[config.mk]
export PLATFORM = sky130hd
export DESIGN_NAME = wormhole_switch_allocator
export DESIGN_NICKNAME = d
export VERILOG_FILES = /design/src/rtl/wormhole_switch_allocator_pkg.sv /design/src/rtl/wormhole_switch_allocator_output_lock_arbiter.sv /design/src/rtl/wormhole_switch_allocator.sv
export SDC_FILE = /design/constraint.sdc
export NUM_CORES = 1
export LEC_CHECK = 0
export ABC_AREA = 0
export CAP_MARGIN = 20
export CELL_PAD_IN_SITES_DETAIL_PLACEMENT = 0
export CELL_PAD_IN_SITES_GLOBAL_PLACEMENT = 2
export CORE_MARGIN = 2
export CORE_UTILIZATION = 30
export DETAILED_ROUTE_END_ITERATION = 12
export PLACE_DENSITY = 0.88
export SLEW_MARGIN = 20
export SYNTH_ARGS = -nofsm -noshare
export SYNTH_HDL_FRONTEND = slang
export SYNTH_SLANG_ARGS = --single-unit
export TNS_END_PERCENT = 5
[constraint.sdc]
create_clock -name clk -period 2.9 [get_ports clk]
set_clock_uncertainty 0.1 [all_clocks]
set_input_delay 0.29 -clock clk [delete_from_list [all_inputs] [get_ports clk]]
set_output_delay 0.29 -clock clk [all_outputs]
set_load 0.02 [all_outputs]
[src/rtl/wormhole_switch_allocator_pkg.sv]
// Shared constants and types for the rr_router switch allocator.
// Port indices follow the router's mesh direction numbering.
package wormhole_switch_allocator_pkg;

  localparam int NUM_PORTS_DEF = 5;
  localparam int BITS_DIR      = 3;

  localparam logic [BITS_DIR-1:0] PORT_LOCAL = 3'd0;
  localparam logic [BITS_DIR-1:0] PORT_NORTH = 3'd1;
  localparam logic [BITS_DIR-1:0] PORT_SOUTH = 3'd2;
  localparam logic [BITS_DIR-1:0] PORT_EAST  = 3'd3;
  localparam logic [BITS_DIR-1:0] PORT_WEST  = 3'd4;

  typedef enum logic {
    OUT_IDLE   = 1'b0,
    OUT_LOCKED = 1'b1
  } lock_state_e;

endpackage

[src/rtl/wormhole_switch_allocator_output_lock_arbiter.sv]
// One output port: IDLE/LOCKED wormhole lock plus round-robin pointer.
// Grants are combinational from the registered lock state.
module output_lock_arbiter
  import wormhole_switch_allocator_pkg::*;
#(
  parameter int NUM_PORTS = NUM_PORTS_DEF,
  parameter int DIR_BITS  = BITS_DIR,
  parameter int OUT_IDX   = 0
) (
  input  logic                          clk,
  input  logic                          reset,
  input  logic [NUM_PORTS-1:0]          req_valid_i,
  input  logic [NUM_PORTS*DIR_BITS-1:0] req_dir_i,
  input  logic [NUM_PORTS-1:0]          req_tail_i,
  input  logic [NUM_PORTS-1:0]          owned_i,
  input  logic                          busy_i,
  output logic [NUM_PORTS-1:0]          grant_o,
  output logic                          valid_o,
  output logic                          locked_o,
  output logic [DIR_BITS-1:0]           owner_o
);

  lock_state_e          state_q, state_d;
  logic [DIR_BITS-1:0]  owner_q, owner_d;
  logic [DIR_BITS-1:0]  ptr_q, ptr_d;
  logic [NUM_PORTS-1:0] cand;
  logic                 found_hi, found_lo;
  logic [DIR_BITS-1:0]  win_hi, win_lo, win;
  logic                 fire;

  always_comb begin
    cand = '0;
    for (int i = 0; i < NUM_PORTS; i++) begin
      cand[i] = req_valid_i[i] && !owned_i[i] &&
        (req_dir_i[i*DIR_BITS +: DIR_BITS] == DIR_BITS'(OUT_IDX));
    end
  end

  // Lowest candidate above ptr wins; otherwise wrap to lowest overall.
  always_comb begin
    found_hi = 1'b0;
    found_lo = 1'b0;
    win_hi   = '0;
    win_lo   = '0;
    for (int i = NUM_PORTS - 1; i >= 0; i--) begin
      if (cand[i]) begin
        found_lo = 1'b1;
        win_lo   = DIR_BITS'(i);
        if (DIR_BITS'(i) > ptr_q) begin
          found_hi = 1'b1;
          win_hi   = DIR_BITS'(i);
        end
      end
    end
    win = found_hi ? win_hi : win_lo;
  end

  always_comb begin
    state_d = state_q;
    owner_d = owner_q;
    ptr_d   = ptr_q;
    fire    = 1'b0;
    grant_o = '0;
    unique case (state_q)
      OUT_IDLE: begin
        if (found_lo) begin
          state_d = OUT_LOCKED;
          owner_d = win;
          ptr_d   = win;
        end
      end
      OUT_LOCKED: begin
        fire = req_valid_i[owner_q] && !busy_i;
        grant_o[owner_q] = fire;
        if (fire && req_tail_i[owner_q]) state_d = OUT_IDLE;
      end
    endcase
  end

  always_ff @(posedge clk) begin
    if (reset) begin
      state_q <= OUT_IDLE;
      owner_q <= '0;
      ptr_q   <= DIR_BITS'(NUM_PORTS - 1);
    end else begin
      state_q <= state_d;
      owner_q <= owner_d;
      ptr_q   <= ptr_d;
    end
  end

  assign valid_o  = fire;
  assign locked_o = (state_q == OUT_LOCKED);
  assign owner_o  = locked_o ? owner_q : '0;

endmodule

[src/rtl/wormhole_switch_allocator.sv]
// Wormhole switch allocator: one lock arbiter per output, an input
// may own at most one output at a time.
module wormhole_switch_allocator
  import wormhole_switch_allocator_pkg::*;
#(
  parameter int NUM_PORTS = NUM_PORTS_DEF,
  parameter int DIR_BITS  = BITS_DIR
) (
  input  logic                          clk,
  input  logic                          reset,
  input  logic [NUM_PORTS-1:0]          req_valid,
  input  logic [NUM_PORTS*DIR_BITS-1:0] req_dir,
  input  logic [NUM_PORTS-1:0]          req_tail,
  input  logic [NUM_PORTS-1:0]          out_busy,
  output logic [NUM_PORTS-1:0]          grant,
  output logic [NUM_PORTS-1:0]          out_valid,
  output logic [NUM_PORTS*DIR_BITS-1:0] out_sel,
  output logic                          err_bad_dir
);

  logic [NUM_PORTS-1:0] locked;
  logic [NUM_PORTS-1:0] owned;
  logic [NUM_PORTS-1:0] gnt_m [NUM_PORTS];
  logic [DIR_BITS-1:0]  owner [NUM_PORTS];
  logic                 bad_dir;
  logic                 err_q, err_d;

  // Built from registered lock state only, so no combinational loop.
  always_comb begin
    owned = '0;
    for (int o = 0; o < NUM_PORTS; o++) begin
      for (int i = 0; i < NUM_PORTS; i++) begin
        if (locked[o] && owner[o] == DIR_BITS'(i)) owned[i] = 1'b1;
      end
    end
  end

  for (genvar o = 0; o < NUM_PORTS; o++) begin : g_out
    output_lock_arbiter #(
      .NUM_PORTS (NUM_PORTS),
      .DIR_BITS  (DIR_BITS),
      .OUT_IDX   (o)
    ) u_arb (
      .clk         (clk),
      .reset       (reset),
      .req_valid_i (req_valid),
      .req_dir_i   (req_dir),
      .req_tail_i  (req_tail),
      .owned_i     (owned),
      .busy_i      (out_busy[o]),
      .grant_o     (gnt_m[o]),
      .valid_o     (out_valid[o]),
      .locked_o    (locked[o]),
      .owner_o     (owner[o])
    );
    assign out_sel[o*DIR_BITS +: DIR_BITS] = owner[o];
  end

  always_comb begin
    grant = '0;
    for (int o = 0; o < NUM_PORTS; o++) grant = grant | gnt_m[o];
  end

  always_comb begin
    bad_dir = 1'b0;
    for (int i = 0; i < NUM_PORTS; i++) begin
      if (req_valid[i] &&
          req_dir[i*DIR_BITS +: DIR_BITS] >= DIR_BITS'(NUM_PORTS))
        bad_dir = 1'b1;
    end
    err_d = err_q | bad_dir;
  end

  always_ff @(posedge clk) begin
    if (reset) err_q <= 1'b0;
    else       err_q <= err_d;
  end

  assign err_bad_dir = err_q;

endmodule

# [Yosys cells after proc, flatten, opt, wreduce, memory -nomap -nowiden]
# Index checks and enable logic that the tools add are counted.
[op_classes] n_bitwise=15 eq_ne=40 reduce_logical=100 magnitude_cmp=40 n_mux=245
[op_table] operator="3-bit two-way mux" count=85
[op_table] operator="1-bit two-way mux" count=135
[op_table] operator="1-bit logical AND" count=75
[op_table] operator="3-bit by 2-bit == test with 1-bit output (second input constant)" count=20
[op_table] operator="1-bit binary-select mux with 3-bit select" count=10
[op_table] operator="3-bit by 1-bit == test with 1-bit output (second input constant)" count=10
[op_table] operator="3-bit == test (second input constant)" count=10
[op_table] operator="1-bit by 3-bit > comparator with 1-bit output (first input constant)" count=10
[op_table] operator="2-bit by 3-bit > comparator with 1-bit output (first input constant)" count=10
[op_table] operator="3-bit logical NOT" count=10
[op_table] operator="5-bit bitwise AND" count=5
[op_table] operator="5-bit two-way mux" count=5
[op_table] operator="3-bit by 4-bit < comparator with 1-bit output (second input constant)" count=5
[op_table] operator="5-bit OR" count=4
[op_table] operator="1-bit demux with 3-bit select" count=5
[op_table] operator="3-bit by 1-bit greater-or-equal comparator with 1-bit output (second input constant)" count=5
[op_table] operator="3-bit greater-or-equal comparator (second input constant)" count=5
[op_table] operator="3-bit > comparator (first input constant)" count=5
[op_table] operator="1-bit logical NOT" count=10
[op_table] operator="1-bit case mux with 2 select lines" count=5
[op_table] operator="2-bit AND reduction" count=5
[op_table] operator="1-bit inverter" count=5
[op_table] operator="1-bit OR" count=1
[totals] input_bits=32 register_bits=36

# [Depth between registers and ports, before layout]
[logic_depth] depth_word=21 mapped_depth=8 mapped_depth_nobuf=7

# [Cells and area by module]
# From an unflattened synthesis, not the netlist that was laid out.
[hier_totals] hier_cells=466 area_unflattened_um2=3352.0
[modules_own_cells] mod="output_lock_arbiter (g_out[1].u_arb ...)" seq_area_each_um2=100.1 area_each_um2=576.8 cells_each=83 instances=2
[modules_own_cells] mod="output_lock_arbiter (g_out[4].u_arb)" seq_area_each_um2=100.1 area_each_um2=604.3 cells_each=82 instances=1
[modules_own_cells] mod="output_lock_arbiter (g_out[0].u_arb)" seq_area_each_um2=100.1 area_each_um2=599.3 cells_each=74 instances=1
[modules_own_cells] mod="output_lock_arbiter (g_out[3].u_arb)" seq_area_each_um2=100.1 area_each_um2=598.1 cells_each=84 instances=1
[modules_own_cells] mod="wormhole_switch_allocator" seq_area_each_um2=20.0 area_each_um2=396.6 cells_each=60 instances=1

# [Worst setup path after synthesis]
# Ideal clock, no wire load.
[synth_path] kind="reg-to-output" startpoint="register, netlist name g_out[2].u_arb.ptr_q[1]" endpoint="output port grant[1]" arrival_ps=2082 stages_incl_launch_ff=7 setup_slack_ps=428 t_required_ps=2510 n_path_buf=1 path_cell_list="dfxtp_1 buf_1 mux2i_1 o211ai_1 nand4b_1 nand2b_1 o311ai_0"
[synth_lines] item="to (decl)" line="wormhole_switch_allocator.sv:15" rtl="output logic [NUM_PORTS-1:0] grant,"

# [Worst setup path after layout]
[layout_path] startpoint="input port req_valid[2]" endpoint="output port grant[1]"
[layout_via] elab_chain_cells=9 elab_cells_between_ends=29 cone_classes="15 x mux; 9 x bitwise; 5 x reduce/logical"
[layout_lines] item="from (decl)" line="wormhole_switch_allocator.sv:11" rtl="input logic [NUM_PORTS-1:0] req_valid,"
[layout_lines] item="1-bit binary-select mux with 3-bit select" line="wormhole_switch_allocator_output_lock_arbiter.sv:73" rtl="fire = req_valid_i[owner_q] && !busy_i;"
[layout_lines] item="1-bit two-way mux (implied by the code)" line="wormhole_switch_allocator_output_lock_arbiter.sv:73"
[layout_lines] item="1-bit logical AND" line="wormhole_switch_allocator_output_lock_arbiter.sv:73"
[layout_lines] item="5-bit bitwise AND (no line)"
[layout_lines] item="5-bit two-way mux" line="wormhole_switch_allocator_output_lock_arbiter.sv:64" rtl="unique case (state_q)"
[layout_lines] item="5-bit OR (3 in series)" line="wormhole_switch_allocator.sv:61" rtl="for (int o = 0; o < NUM_PORTS; o++) grant = grant | gnt_m[o];"
[layout_lines] item="5-bit OR *" line="wormhole_switch_allocator.sv:61"
# Mark *: on every way between the ends. The rest lies on a longest branch, timed or not. The select of a mux whose other input is x is not followed.

==> results by group <==
Critical path
  – Reg-to-Reg Start: g_out[0].u_arb.owner_q[2]
  – Critical Path AT: 2490 ps
  – Critical path required time: 2510 ps
  – Reg2reg setup slack: 210 ps
  – Startpoint Class: primary input
  – R2R Path End: g_out[2].u_arb.ptr_q[0]
  – Crit-path max FO: 4
  – CP Capture Type: output pin
  – WS Path Type: primary input to output pin
  – Worst R2R Path Depth: 9

Placement
  – DP HPWL: 9500 um
  – Gpl congestion: 0.951
  – Port Buffers: 57
  – Placed instance area: 0.00400 mm2

Cells and area
  – Synth-to-Final Area Change: 36.2%
  – Layout Nets: 527
  – Design area: 0.00411 mm2
  – N_diodes: 0
  – Area of the multi-input gates: 0.00231 mm2
  – Seq. cell area: 528 um2
  – Share of cells above drive strength 1: 0.200
  – # fillers: 1032

Pwr
  – Worst ir drop on vdd: 0.201 mV
  – Leak: 1.56 nW
  – Total Power: 1.36 mW
  – Power density over the cells: 332 mW/mm2

CTS
  – Setup bufs post-CTS: 0
  – CTS tree: built
  – Max H-tree Level: 1
  – Root Buffer: clkbuf_8
  – TritonCTS buffer count: 3
  – Clock transition at path regs: 120 ps
  – CTS Sinks: 26
  – CTS Buffer Depth: 2
  – CTS hold repair buffers: 0
  – Worst-Skew Late Latency: 300 ps

Die
  – IO Count: 58
  – Chip Width: 104 um
  – Core box area: 0.00977 mm2
  – Starting Density: 0.308
  – Die area: 0.0109 mm2
  – Die Ht: 104 um
  – Row cnt: 36

Hold path
  – Hold crit path type: register to register
  – Hold path startpoint: err_bad_dir
  – Hold endpoint: err_bad_dir
  – WHS Path Cells: 1

Outcome
  – Status: completed

Yosys
  – Async SR Flop Fraction: 0
  – Unique masters post-synth: 76
  – Seq/Total Area, Yosys: 0.173
  – Cell count after synthesis: 408
  – Dominant synthesized flop cell: dfxtp_1
  – Dominant cells by area after synthesis: dfxtp_1 17%, nand2_1 5.0%, nor2_1 4.7%, a21oi_1 3.8%, mux4_2 3.7%
  – Mapped Area: 0.00302 mm2
  – Share of the synthesized area in the top cell type: 0.173
  – Post-synth EDFFs: 0
  – Synthesis-stage register bit count: 26
  – Syn nets: 440
  – Top cell type by total area after synthesis: dfxtp_1
  – Synth warn: 0
  – Mapped Avg Cell Area: 7.39 um2

Routing
  – 1st-iter DRT viols: 233
  – Per-cell routed wire length: 19.1 um
  – Drt total wl: 12000 um
  – Via count: 3635
  – ANT nets after route: 0
  – Residual DRC: 0
  – Via-to-Cell Ratio: 5.80
  – Pre-antenna DRT Iters: 5

STA
  – RSZ-0062 raised after global routing: yes
  – Finish-stage setup viols: 0
  – Hold slack: 405 ps
  – Worst slew margin: 0.502
  – Setup TNS Final: 0 ps
  – Fmax: 0.347 GHz
  – Fin crit period: 2880 ps
  – Final Hold Vio Count: 0
  – Worst Tran Pin Value: 740 ps
  – Crit share post-route: 0.994
  – Final Slew Violations: 0

Global route
  – Largest net degree at the start of global routing: 20
  – GR Overflow Total: 0
  – Total GRT Usage: 0.218
  – Vias in the first global route: 3439
  – First-pass GRT wire length: 18700 um
  – Initial antenna violation count: 0

Run
  – Max-cap violations: 0
-- final cells by class --
type,count,share of cell area
clock inverter,1,0.00731
sequential,26,0.129
inverter,25,0.0229
multi-input combinational,332,0.562
timing repair buffer,107,0.228
clock buffer,3,0.0101
tap,133,0.0405
-- cells in the mapped netlist (3+ instances only) --
| cell | n |
|---|---|
| mux4_2 | 5 |
| nor3_1 | 17 |
| o31ai_1 | 3 |
| nor4b_1 | 5 |
| a22oi_1 | 5 |
| o211ai_1 | 4 |
| a32oi_1 | 5 |
| or4_1 | 4 |
| o221a_2 | 3 |
| a21oi_1 | 23 |
| a211oi_1 | 5 |
| nor4bb_1 | 8 |
| nand2_1 | 40 |
| nor4_1 | 3 |
| or3_1 | 5 |
| a32o_1 | 3 |
| nor2b_1 | 7 |
| inv_1 | 24 |
| buf_2 | 7 |
| a221oi_1 | 4 |
| mux2i_1 | 7 |
| o22ai_1 | 3 |
| dfxtp_1 | 26 |
| a31oi_1 | 7 |
| and2_1 | 9 |
| nand3b_1 | 8 |
| clkbuf_1 | 10 |
| o21ai_0 | 17 |
| nor2_1 | 38 |
| o32ai_1 | 4 |
| nand3_1 | 14 |
| nand4_1 | 9 |
| nand2b_1 | 9 |
| nand4b_1 | 6 |
| buf_4 | 5 |
-- routing by layer --
layer	vias to the layer above	track usage	share of wire
li1	1746	-	-
met1	1703	0.303	0.46
met2	158	0.338	0.44
met3	28	0.0307	0.065
met4	0	0.0849	0.034
met5	-	0	0
-- power breakdown --
part | switching (mW) | leakage [nW] | internal [mW] | total [mW]
registers | 0.0741 | 0.216 | 0.392 | 0.466
clock network | 0.148 | 0.0357 | 0.186 | 0.334
logic | 0.297 | 1.31 | 0.266 | 0.563
-- flip-flops by register name (all words and copies together), names as in the netlist --
name and cells:
g_out.u_arb.ptr_q 15, g_out.u_arb.locked_o 5, g_out.u_arb.owner_q 5, err_bad_dir 1
-- what timing repair did --
action	4_1_cts	5_1_grt
pin swaps	0	0
endpoints found under the setup margin	6	20
gates resized for setup	10	18
-- logic make-up (layout without fill, tap and decap cells) --
kind of cell | count (synthesis) | in the layout | synth area share
flip-flops | 26 | 26 | 0.173
AND/OR/NAND/NOR | 206 | 206 | 0.410
AO/OA/AOI/OAI | 112 | 112 | 0.276
multiplexers | 14 | 14 | 0.0681
buffers and inverters | 50 | 136 | 0.0739
-- critical path, cell delays in order --
cell and delay (ps):
clkdlybuf4s50_1 510, mux4_2 490, and2b_2 210, a31oi_2 180
nor2_1 70, a211oi_1 210, o311ai_0 170, dlygate4sd2_1 350
-- worst max path at each step --
stage	start	end	slack, ps	cells past startpoint
2_1_floorplan	g_out[2].u_arb.ptr_q[1]	grant[1]	430	6
3_3_place_gp	req_valid[1]	grant[1]	-250	9
3_5_place_dp	req_valid[1]	grant[3]	-240	8
4_1_cts	g_out[1].u_arb.ptr_q[0]	out_valid[1]	20	7
5_1_grt	req_valid[2]	grant[1]	-50	8
6_report	req_valid[2]	grant[1]	20	8
-- placed cells by master, fill, tap and decap left out, types with 6 or more instances in the layout --
master / Yosys / routed
nor4bb_1: 8 / 8
nand4b_1: 6 / 6
dfxtp_1: 26 / 20
nand2b_1: 9 / 9
clkdlybuf4s50_1: 0 / 47
nand3_1: 14 / 14
dfxtp_2: 0 / 6
a31oi_1: 7 / 6
nor2_1: 38 / 37
o21ai_0: 17 / 16
nor3_1: 17 / 15
nor2b_1: 7 / 7
nand2_1: 40 / 40
mux2i_1: 7 / 7
nand3b_1: 8 / 8
buf_4: 5 / 50
nand4_1: 9 / 9
and2_1: 9 / 9
inv_1: 24 / 24
a21oi_1: 23 / 23
-- stage by stage --
step | utilization | worst slack (ps) | instances
final | 0.420 | 18.5 | 627
after global routing | 0.420 | -49.8 | 627
after CTS | 0.416 | 16.2 | 627
after detailed placement | 0.409 | -239 | 623
after global placement | 0.409 | -248 | 623
after floorplan | - | 428 | 408
No activity file was read; power rests on OpenSTA's default activity.
